**src/rtl/fb_pkg.sv**
```systemverilog
// Shared constants, FSM state type and the frame-dimension check for the
// frame-buffer writer.
package fb_pkg;

    localparam int H_DISPLAY  = 640;
    localparam int V_DISPLAY  = 480;
    localparam int MAX_PIXELS = 76800;
    localparam int ADDR_W     = 17;
    localparam int DATA_W     = 8;
    localparam int XW         = 11;
    localparam int YW         = 10;

    typedef enum logic [1:0] {
        ST_IDLE   = 2'd0,
        ST_WRITE  = 2'd1,
        ST_FINISH = 2'd2
    } fb_state_e;

    // A frame is accepted only if it fits on screen and in the buffer.
    function automatic logic dims_valid(input logic [XW-1:0] w, input logic [YW-1:0] h);
        logic [XW+YW-1:0] area;
        area = {{YW{1'b0}}, w} * {{XW{1'b0}}, h};
        return (w != '0) && (h != '0)
            && (w <= XW'(H_DISPLAY)) && (h <= YW'(V_DISPLAY))
            && (area <= (XW+YW)'(MAX_PIXELS));
    endfunction

endpackage

```
**src/rtl/fb_addr_counter.sv**
```systemverilog
// Row-major X/Y position and linear write address, advanced one pixel per
// increment; the address is a running count rather than Y*width+X.
module fb_addr_counter
    import fb_pkg::*;
(
    input  logic              clk_i,
    input  logic              rst_ni,
    input  logic              clear_i,
    input  logic              incr_i,
    input  logic [XW-1:0]     width_i,
    input  logic [YW-1:0]     height_i,
    output logic [XW-1:0]     x_o,
    output logic [YW-1:0]     y_o,
    output logic [ADDR_W-1:0] addr_o,
    output logic              last_o
);

    logic [XW-1:0]     x_q, x_d;
    logic [YW-1:0]     y_q, y_d;
    logic [ADDR_W-1:0] addr_q, addr_d;
    logic              x_end;

    assign x_end  = (x_q == width_i - XW'(1));
    assign last_o = x_end && (y_q == height_i - YW'(1));

    always_comb begin
        x_d    = x_q;
        y_d    = y_q;
        addr_d = addr_q;
        if (clear_i) begin
            x_d    = '0;
            y_d    = '0;
            addr_d = '0;
        end else if (incr_i) begin
            addr_d = addr_q + ADDR_W'(1);
            if (x_end) begin
                x_d = '0;
                y_d = y_q + YW'(1);
            end else begin
                x_d = x_q + XW'(1);
            end
        end
    end

    always_ff @(posedge clk_i or negedge rst_ni) begin
        if (!rst_ni) begin
            x_q    <= '0;
            y_q    <= '0;
            addr_q <= '0;
        end else begin
            x_q    <= x_d;
            y_q    <= y_d;
            addr_q <= addr_d;
        end
    end

    assign x_o    = x_q;
    assign y_o    = y_q;
    assign addr_o = addr_q;

endmodule

```
**src/rtl/framebuffer_writer.sv**
```systemverilog
// Captures one frame of pixels from a valid/ready stream and writes them
// row-major into a frame buffer with one cycle of latency.
module framebuffer_writer
    import fb_pkg::*;
(
    input  logic              clk_i,
    input  logic              rst_ni,
    input  logic              start_i,
    input  logic              abort_i,
    input  logic [XW-1:0]     img_width_i,
    input  logic [YW-1:0]     img_height_i,
    input  logic [DATA_W-1:0] pix_data_i,
    input  logic              pix_valid_i,
    output logic              pix_ready_o,
    output logic [ADDR_W-1:0] w_addr_o,
    output logic [DATA_W-1:0] w_data_o,
    output logic              w_en_o,
    output logic              busy_o,
    output logic              done_o,
    output logic              error_o
);

    // Handshake: a pixel transfers on a rising edge where pix_valid_i and
    // pix_ready_o are both high; pix_ready_o is high for the whole WRITE state.

    fb_state_e         state_q;
    logic [XW-1:0]     width_q;
    logic [YW-1:0]     height_q;
    logic              w_en_q, done_q, error_q;
    logic [ADDR_W-1:0] w_addr_q;
    logic [DATA_W-1:0] w_data_q;

    logic              accept, start_ok, cnt_clear, cnt_last;
    logic [XW-1:0]     cnt_x;
    logic [YW-1:0]     cnt_y;
    logic [ADDR_W-1:0] cnt_addr;
    logic              unused_xy;

    assign pix_ready_o = (state_q == ST_WRITE);
    assign busy_o      = (state_q != ST_IDLE);
    assign accept      = pix_ready_o && pix_valid_i;
    assign start_ok    = start_i && dims_valid(img_width_i, img_height_i);
    assign cnt_clear   = (state_q == ST_IDLE) && start_ok;

    fb_addr_counter u_cnt (
        .clk_i    (clk_i),
        .rst_ni   (rst_ni),
        .clear_i  (cnt_clear),
        .incr_i   (accept),
        .width_i  (width_q),
        .height_i (height_q),
        .x_o      (cnt_x),
        .y_o      (cnt_y),
        .addr_o   (cnt_addr),
        .last_o   (cnt_last)
    );

    // X/Y are kept on the counter for observation; the address alone drives writes.
    assign unused_xy = ^{cnt_x, cnt_y};

    always_ff @(posedge clk_i or negedge rst_ni) begin
        if (!rst_ni) begin
            state_q  <= ST_IDLE;
            width_q  <= '0;
            height_q <= '0;
            w_en_q   <= 1'b0;
            w_addr_q <= '0;
            w_data_q <= '0;
            done_q   <= 1'b0;
            error_q  <= 1'b0;
        end else begin
            w_en_q  <= accept;
            done_q  <= 1'b0;
            error_q <= 1'b0;
            if (accept) begin
                w_addr_q <= cnt_addr;
                w_data_q <= pix_data_i;
            end
            case (state_q)
                ST_IDLE: begin
                    if (start_ok) begin
                        width_q  <= img_width_i;
                        height_q <= img_height_i;
                        state_q  <= ST_WRITE;
                    end else if (start_i) begin
                        error_q <= 1'b1;
                    end
                end
                ST_WRITE: begin
                    // Abort wins over the last pixel; an accepted pixel is still written.
                    if (abort_i) begin
                        state_q <= ST_IDLE;
                    end else if (accept && cnt_last) begin
                        state_q <= ST_FINISH;
                        done_q  <= 1'b1;
                    end
                end
                ST_FINISH: state_q <= ST_IDLE;
                default:   state_q <= ST_IDLE;
            endcase
        end
    end

    assign w_en_o   = w_en_q;
    assign w_addr_o = w_addr_q;
    assign w_data_o = w_data_q;
    assign done_o   = done_q;
    assign error_o  = error_q;

endmodule

```
**config.mk**
```make
export PLATFORM = sky130hd
export DESIGN_NAME = framebuffer_writer
export DESIGN_NICKNAME = d
export VERILOG_FILES = /design/src/rtl/fb_pkg.sv /design/src/rtl/fb_addr_counter.sv /design/src/rtl/framebuffer_writer.sv
export SDC_FILE = /design/constraint.sdc
export NUM_CORES = 1
export LEC_CHECK = 0
export ABC_AREA = 1
export BUFFER_PORTS_ARGS = -buffer_cell sky130_fd_sc_hd__buf_2
export CAP_MARGIN = 15
export CELL_PAD_IN_SITES_DETAIL_PLACEMENT = 1
export CELL_PAD_IN_SITES_GLOBAL_PLACEMENT = 2
export CORE_AREA = 2 2 167 169
export DETAILED_ROUTE_END_ITERATION = 16
export DIE_AREA = 0 0 169 171
export GPL_ROUTABILITY_DRIVEN = 0
export HOLD_SLACK_MARGIN = 0.06
export PLACE_DENSITY_LB_ADDON = 0.1
export SKIP_CTS_REPAIR_TIMING = 1
export SYNTH_ARGS = -nofsm -noshare
export SYNTH_HDL_FRONTEND = slang
export SYNTH_SLANG_ARGS = --single-unit
```
**constraint.sdc**
```tcl
create_clock -name clk_i -period 2.34 [get_ports clk_i]
set_clock_uncertainty 0.2 [all_clocks]
set_input_delay 0.117 -clock clk_i [delete_from_list [all_inputs] [get_ports clk_i]]
set_output_delay 0.117 -clock clk_i [all_outputs]
set_load 0.01 [all_outputs]
```
Word level (Yosys, flattened, before mapping)
Index checks and enable logic that the tools add are counted.

Reductions and logical operators: 18. Equal/unequal tests: 5. Mux-type cells: 18. Magnitude comparators: 3. Multiply operators: 1. Add/subtract/negate cells: 5.

Operator list (count): $mux 17 (2); $mux 11 (3); $mux 10 (3); $le 21x17->1 const B (1); $mul 11x10->21 (1); $add 17x1->17 const B (1); $add 11x1->11 const B (1); $eq 11x11->1 (1); $le 11x10->1 const B (1); $reduce_bool 11->1 (1); $sub 11x1->11 const B (1); $add 10x1->10 const B (1); $eq 10x10->1 (1); $le 10x9->1 const B (1); $reduce_bool 10->1 (1); $sub 10x1->10 const B (1); $logic_and 1x1->1 (9); $mux 1 (6); $mux 2 (3); $reduce_and 2->1 (3); $reduce_bool 2->1 (3); $pmux 2 s2 (1); $ne 3x2->1 const B (1); $eq 2x1->1 const B (1); other kinds (2) (2).

Bits in registers: 89. Input port bits: 34. Word-level logic and storage cells: 61.

Logic depth before layout (Yosys ltp)
Gate-level depths: netlist of run 1.

Depth after elaboration: 9. Gate-level depth with buffers: 31.

Modules after synthesis
From an unflattened synthesis of run 1, not the netlist that was laid out.

Cell total of the unflattened synthesis: 1305. Area, all modules: 9152.5 um^2.

By module, submodules not included: framebuffer_writer (cells each 903, area an instance 6367.4 um^2, times used 1, seq. area each 1276.2 um^2); fb_addr_counter (cells each 402, area an instance 2785.2 um^2, times used 1, seq. area each 950.9 um^2).

Worst setup path before layout of run 1
OpenSTA, ideal clock, no wires.

Kind: input to register. Start: in img_height_i[6]. End: reg u_cnt.y_q[5] (netlist: u_cnt.y_o[5]). Data arrival time: 4882 ps. Stages: 26. Buffers on the path: 2. Data required time: 2016 ps. Slack: -2866 ps. Cell sequence: clkbuf_1 -> nand2_1 -> fa_1 -> inv_1 -> fa_1 -> fa_1 -> fa_1 -> inv_1 -> fa_1 -> inv_1 -> ha_1 -> nand2_1 -> inv_1 -> nand2_1 -> nand2_1 -> a21oi_1 -> nand2_1 -> nand2_1 -> nand2_1 -> nand2_1 -> nand3_1 -> nor2_2 -> nand4_4 -> buf_2 -> o211ai_1 -> nand2_1.

Longest elaborated chain between the ends: 9. Elaborated cells between the ends (all ways): 14.

RTL lines: from (decl) (RTL line framebuffer_writer.sv:11) `input logic [YW-1:0] img_height_i,`; parallel branches: the longest is 4 deep, another holds $mul 11x10->21; $logic_and 1x1->1 * (RTL line fb_pkg.sv:25) `&& (area <= (XW+YW)'(MAX_PIXELS));`; $logic_and 1x1->1 * (RTL line framebuffer_writer.sv:42) `assign start_ok = start_i && dims_valid(img_width_i, img_height_i);`; $logic_and 1x1->1 * (RTL line framebuffer_writer.sv:43) `assign cnt_clear = (state_q == ST_IDLE) && start_ok;`; $reduce_bool 2->1 (no source line); $reduce_and 2->1 (no source line); to (signal assigned) (RTL line fb_addr_counter.sv:52) `y_q <= y_d;`; to (decl) (RTL line fb_addr_counter.sv:19) `logic [YW-1:0] y_q, y_d;`.

Every way passes the cells marked *. A chain may end at the register's enable or synchronous reset.

Final worst setup path of run 1
Start: in img_width_i[3]. End: reg u_cnt.addr_q[1] (netlist: u_cnt.addr_o[1]).

Longest elaborated chain between the ends: 8. Elaborated cells between the ends (all ways): 12.

RTL lines: from (decl) (RTL line framebuffer_writer.sv:10) `input logic [XW-1:0] img_width_i,`; parallel branches: the longest is 4 deep, another holds $mul 11x10->21; $logic_and 1x1->1 * (RTL line fb_pkg.sv:25); $logic_and 1x1->1 * (RTL line framebuffer_writer.sv:42); $logic_and 1x1->1 * (RTL line framebuffer_writer.sv:43); $mux 17 or $reduce_bool 2->1 (tied branches); to (signal assigned) (RTL line fb_addr_counter.sv:53) `addr_q <= addr_d;`; to (decl) (RTL line fb_addr_counter.sv:20) `logic [ADDR_W-1:0] addr_q, addr_d;`.

Marks and branches as above.

==> flow_summary.json, run 1 <==
{
  "run_status": "finished, violations left",
  "violations": "negative setup slack",
  "place_ws_ns": -3.23,
  "cts.sinks": 89,
  "worstSetupStartpointType": "input port",
  "rsz0062_at_grt": "true",
  "portBuffers": 63,
  "max_freq_ghz": 0.204,
  "numCtsBuffers": 9,
  "viasPerCell": 4.59,
  "cts_buffer_depth": 2,
  "combPwrFrac": 0.725,
  "hp-class": "input port to flip-flop",
  "multiInputGateArea_um2": 6020,
  "required_ns": 2.37,
  "cp_data_arrival_time_ns": 4.93,
  "grt_pass1_wl_mm": 41.7,
  "ys.warnings.count": 0,
  "internal_power_mw": 7.92,
  "syn-cell-area_um2": 8820,
  "final_layout_size_suffix_gt1_frac": 0.266,
  "cp-end-kind": "flip-flop",
  "grt.total_usage": 0.179,
  "setup-violations-final": 63,
  "die_x_um": 169,
  "ff_latch_area_um2": 2230,
  "cts_htree_levels": 3,
  "fillers": 3333,
  "irDropWorstVdd_uv": 881,
  "hold_viol": 0,
  "synth_ff_type": "dfrtp_1",
  "fin_tns_setup_ns": -152.17,
  "dr.pass1.iters": 4,
  "routed_wl_mm": 26.4,
  "antenna_cells": 0,
  "placed_cells": 1705,
  "wl_per_cell_um": 15.0,
  "core-area_um2": 27300,
  "fp-row-count": 61,
  "die_area_um2": 28900,
  "worst_pin_slew_ns": 0.525,
  "slew_headroom": 0.650,
  "syn_avg_cell_area_um2": 7.30,
  "swShare": 0.466,
  "synth_seq_cells": 89,
  "p_leak_nw": 6.61,
  "grt_pass1_vias": 8429,
  "clockPowerShare": 0.115,
  "synth-seq-area-share": 0.253,
  "fin_crit_sh": 2.09,
  "layout.cells.non_filler": 1764,
  "critPathKind": "input port to flip-flop",
  "powerDensity_nw_per_um2": 1230,
  "route.detailed.drc": 0,
  "cp_max_fo": 9,
  "vias": 8101,
  "antenna_found_initial": 0,
  "synth_edf_count": 0,
  "synth_fp_nets": 1373,
  "cts_tree": "built",
  "grt-ovfl-total": 0,
  "final_core_util": 0.442,
  "antenna_left": 0,
  "synthDistinctLibCells": 38,
  "drt_iter0_markers": 290,
  "insertion_delay_ns": 0.35,
  "p_seq_frac": 0.160,
  "drv_slew": 0,
  "start_util": 0.323,
  "async_flop_share": 1.00,
  "dp_hpwl_mm": 20.6,
  "clkTransAtPathRegs_ns": 0.06,
  "cts-root-buf": "clkbuf_16",
  "syn_to_final_growth_pct": 37.0,
  "fp.dieH_um": 171,
  "final.min_clock_period_ns": 4.90,
  "syn_inst": 1208,
  "maxCapViolations": 0,
  "power.switching_mw": 6.90,
  "setup_ws_ns": -2.56,
  "ios": 64,
  "grt_max_degree": 65,
  "nets": 1578
}
-- power groups by stage --
stage	Sequential (mW)	Clock (mW)	Combinational (mW)
after CTS	2.35	1.75	8.90
after global placement	2.36	0	8.76
after global routing	2.44	1.81	12.0
final	2.37	1.70	10.8
after detailed placement	2.38	0	8.84
after floorplan	2.43	0	5.53
-- routing by layer --
metal,wire [um],global-route usage,vias to the layer above
met5,0,0,-
met4,438,0.0609,0
met3,350,0.0130,21
met2,14100,0.329,75
met1,11500,0.223,3931
li1,-,-,4074
-- critical path: stages --
cell and delay [ns]:
buf_12 0.12, nand2_4 0.05, inv_2 0.03, fa_1 0.51, fa_1 0.59, fa_1 0.46
fa_1 0.52, inv_1 0.05, fa_1 0.50, inv_2 0.05, ha_4 0.31, nand2_4 0.09
nor2_4 0.15, nand3_2 0.13, nand3_2 0.11, nand2_2 0.06, nand2_2 0.07, nand2_1 0.05
nor2_1 0.11, nand2_1 0.09, nand3_4 0.12, nand4_4 0.11, buf_12 0.19, clkbuf_16 0.17
o211ai_1 0.09, inv_1 0.06
-- path summary, 6_finish.rpt --
check                      slack [ns]  cells past startpoint                     start                          end
max in group asynchronous        1.17                      3                    rst_ni      height_q[9]$_DFFE_PN0N_
min reg2reg                      0.27                      2  w_addr_o[13]$_DFFE_PN0P_     w_addr_o[13]$_DFFE_PN0P_
min                              0.07                      4            img_width_i[8]       width_q[8]$_DFFE_PN0N_
max reg2reg                     -0.20                     14    width_q[0]$_DFFE_PN0N_     u_cnt.y_o[2]$_DFFE_PN0P_
min in group asynchronous        0.09                      2                    rst_ni     w_addr_o[16]$_DFFE_PN0P_
max                             -2.56                     26            img_width_i[3]  u_cnt.addr_o[1]$_DFFE_PN0P_
-- synth_stat cells (9+ instances only) --
| cell type | n | share of area |
|---|---|---|
| a21oi_1 | 16 | 0.0091 |
| buf_2 | 10 | 0.0057 |
| clkbuf_1 | 29 | 0.012 |
| dfrtp_1 | 89 | 0.25 |
| fa_1 | 70 | 0.16 |
| ha_1 | 61 | 0.087 |
| inv_1 | 266 | 0.11 |
| nand2_1 | 346 | 0.15 |
| nand3_1 | 71 | 0.040 |
| nand3b_1 | 9 | 0.0077 |
| nand4_1 | 28 | 0.020 |
| nor2_1 | 58 | 0.025 |
| nor3_1 | 12 | 0.0068 |
| o211ai_1 | 11 | 0.0094 |
| o21ai_0 | 27 | 0.015 |
| o21ai_1 | 27 | 0.015 |
| xnor2_1 | 16 | 0.016 |
| xor2_1 | 38 | 0.038 |
-- area by class of cell --
cell class,count,area share
inverter,269,0.0844
clock inverter,7,0.0103
tap,346,0.0358
sequential,89,0.184
timing repair buffer,236,0.168
multi-input combinational,808,0.498
clock buffer,9,0.0186
-- kinds of logic (layout without fill, tap and decap cells) --
logic type	Yosys count	in the layout	share of synthesized area
buffers and inverters	311	521	0.136
xor gates and xnor gates	54	54	0.0536
AOI/OAI and AO/OA	88	88	0.0553
adders and majority gates	131	131	0.245
DFF	89	89	0.253
and+or+nand+nor	535	535	0.257
-- state kept, by name (all words and copies together) (netlist names) --
register	cells
w_data_o	8
error_o	1
u_cnt.addr_o	17
width_q	11
height_q	10
w_en_o	1
state_q	2
w_addr_o	17
done_o	1
u_cnt.y_o	10
u_cnt.x_o	11
-- metrics by stage --
step | power (mW) | hold slack, ns | instance area (um2)
3_3_place_gp | 11.1 | -0.0695 | 10600
3_5_place_dp | 11.2 | -0.0668 | 10600
6_report | 14.8 | 0.0667 | 12100
2_1_floorplan | 7.96 | -0.379 | 9120
5_1_grt | 16.3 | 0.0839 | 12100
4_1_cts | 13.0 | -0.446 | 10900
-- placed cells by master (no fill, tap or decap), types with 4 or more instances in the layout --
master	Yosys	final
dfrtp_1	89	89
a21oi_2	2	4
clkbuf_16	0	12
o21ai_2	0	7
o211ai_1	11	11
nand3_1	71	47
nand2_4	0	8
o21ai_1	27	23
inv_2	2	23
nand3_2	1	24
nand2_2	0	40
xor2_1	38	38
nor2_1	58	46
nand4_1	28	28
buf_2	10	44
nor2_2	1	6
nand2_1	346	298
nand3b_1	9	9
ha_1	61	46
buf_6	2	20
nor3_1	12	12
inv_1	266	244
dlygate4sd3_1	0	25
buf_12	0	12
nor2_4	0	7
o21ai_0	27	24
fa_2	0	4
fa_1	70	66
buf_8	0	4
ha_4	0	14
xnor2_1	16	15
buf_4	0	128
a21oi_1	16	11
No activity file was read; power rests on OpenSTA's default activity.
==> run 2: changes to the inputs <==
CORE_AREA = 5 5 170 172   (was 2 2 167 169)
DIE_AREA = 0 0 175 177   (was 0 0 169 171)
TNS_END_PERCENT = 1   (was default)
==> run 2 against run 1 <==
  * Combinational power is essentially flat
  * Worst hold slack got worse by 0.0088 ns
  * Critical endpoint is now u_cnt.y_o[7]$_DFFE_PN0P_
  * Non-clock buffer count decreased by 11
  * Clock power shrank 6%
  * First-iteration DRC count is 18% higher
  * Via count fell by 1.0%
  * Wire length shrank 3.4%
  * Utilization shrank 0.90 points
  * Flip-flop and latch count stayed put
  * Highest routed layer unchanged
  * The flow still finishes with violations (negative setup slack)
  * Die area rose by 7.2%
  * Largest power group unchanged
  * Design area down 2.0%
  * Cell count fell by 0.68%
==> flow_summary.json, run 2 (synthesis results as in run 1) <==
{
  "internal_power_mw": 7.87,
  "route.detailed.drc": 0,
  "powerDensity_nw_per_um2": 1240,
  "grt_pass1_vias": 8477,
  "grt_max_degree": 65,
  "numCtsBuffers": 9,
  "antenna_found_initial": 0,
  "final_common_cell": "nand2_1",
  "die_x_um": 175,
  "fp.dieH_um": 177,
  "clkTransAtPathRegs_ns": 0.07,
  "grt.total_usage": 0.163,
  "cpMaxStageDelayCell": "fa_1",
  "grt_pass1_wl_mm": 42.0,
  "drv_slew": 0,
  "clockPowerShare": 0.109,
  "p_leak_nw": 6.54,
  "insertion_delay_ns": 0.33,
  "holdPathStages": 4,
  "viasPerCell": 4.58,
  "cts_htree_levels": 3,
  "cts_tree": "built",
  "slew_headroom": 0.629,
  "setup_ws_ns": -2.62,
  "layout.cells.non_filler": 1752,
  "nets": 1567,
  "cpPeakStageDelay_ns": 0.55,
  "rsz0062_at_grt": "true",
  "power.switching_mw": 6.79,
  "routed_wl_mm": 25.5,
  "portBuffers": 63,
  "fin_crit_sh": 2.12,
  "hold_slack_ns": 0.0580,
  "hp-start": "img_width_i[8]",
  "run_status": "finished, violations left",
  "required_ns": 2.37,
  "p_seq_frac": 0.160,
  "cts.sinks": 89,
  "cp_max_fo": 8,
  "irDropWorstVdd_uv": 1150,
  "start_util": 0.323,
  "path_buf_inv": 7,
  "wl_per_cell_um": 14.6,
  "fin_tns_setup_ns": -157.16,
  "critPathKind": "input port to flip-flop",
  "grt-ovfl-total": 0,
  "power.total_mw": 14.7,
  "violations": "negative setup slack",
  "rr_endpoint": "u_cnt.addr_o[16]$_DFFE_PN0P_",
  "dp_hpwl_mm": 20.3,
  "critical_path.top_delay_family": "adder cells",
  "cpMostUsedCell": "fa_1",
  "layout_common_cells": "nand2_1, inv_1, buf_4, dfrtp_1, fa_1",
  "cp_data_arrival_time_ns": 4.99,
  "hold_viol": 0,
  "final.min_clock_period_ns": 4.96,
  "cts_buffer_depth": 2,
  "ios": 64,
  "fp-row-count": 61,
  "drt_iter0_markers": 343,
  "hold_path_end": "width_q[8]$_DFFE_PN0N_",
  "combPwrFrac": 0.731,
  "maxCapViolations": 0,
  "worst_pin_slew_ns": 0.556,
  "max_freq_ghz": 0.202,
  "syn_to_final_growth_pct": 34.2,
  "ff2ff_path_depth": 13,
  "final_layout_size_suffix_gt1_frac": 0.240,
  "final_core_util": 0.433,
  "dr.pass1.iters": 4,
  "reg2reg_slack_ns": -0.03,
  "cts-root-buf": "clkbuf_16",
  "reg2reg_from": "state_q[1]$_DFFE_PN0P_",
  "vias": 8019,
  "antenna_cells": 0,
  "worstSetupStartpointType": "input port",
  "swShare": 0.463,
  "hp-class": "input port to flip-flop",
  "core-area_um2": 27300,
  "antenna_left": 0,
  "cp-end-kind": "flip-flop",
  "die_area_um2": 31000,
  "setup-violations-final": 61,
  "placed_cells": 1702
}
## run 2: final cells by class
type                            instances  area, um2
Fill cell                            3365      15500
Multi-Input combinational cell        808       5920
Sequential cell                        89       2230
Timing Repair Buffer                  225       1910
Inverter                              269       1010
Tap cell                              346        433
Clock buffer                           11        253
Clock inverter                          4       76.3
## run 2: power by group through the flow
| stage | logic [mW] | registers (mW) | clock network (mW) |
|---|---|---|---|
| 2_1_floorplan | 5.52 | 2.43 | 0 |
| 3_3_place_gp | 8.76 | 2.35 | 0 |
| 3_5_place_dp | 8.84 | 2.37 | 0 |
| 4_1_cts | 8.91 | 2.35 | 1.64 |
| 5_1_grt | 12.0 | 2.43 | 1.72 |
| 6_report | 10.7 | 2.35 | 1.59 |
## run 2: how the worst max path moves through the flow
stage                     from                  endpoint  slack (ns)  depth (start not counted)
5_1_grt         img_width_i[3]   height_q[0]$_DFFE_PN0N_       -2.81                         25
6_report        img_width_i[7]  u_cnt.y_o[7]$_DFFE_PN0P_       -2.62                         25
3_5_place_dp    img_width_i[5]  u_cnt.y_o[4]$_DFFE_PN0P_       -3.28                         28
2_1_floorplan  img_height_i[6]   height_q[5]$_DFFE_PN0N_       -2.51                         24
4_1_cts         img_width_i[5]  u_cnt.x_o[9]$_DFFE_PN0P_       -2.94                         28
3_3_place_gp    img_width_i[5]  u_cnt.y_o[9]$_DFFE_PN0P_       -3.25                         28
## run 2: metrics by stage
stage	worst slack (ns)	cell area (um2)
2_1_floorplan	-2.51	9070
3_3_place_gp	-3.25	10500
3_5_place_dp	-3.28	10500
4_1_cts	-2.94	10800
5_1_grt	-2.81	11800
6_report	-2.62	11800
## run 2: layer usage
metal / vias to the layer above / part of all wire / GRT usage
li1: 4044 / - / -
met1: 3897 / 0.45 / 0.205
met2: 59 / 0.52 / 0.310
met3: 19 / 0.012 / 0.0111
met4: 0 / 0.014 / 0.0347
met5: - / 0 / 0
## run 2: worst register-to-register path: cells and delay by family (launching register included)
family	cells	cell delay (ns)
AOI/OAI and AO/OA	1	0.09
and+or+nand+nor	10	1.51
buffers and inverters	2	0.13
DFF	1	0.38
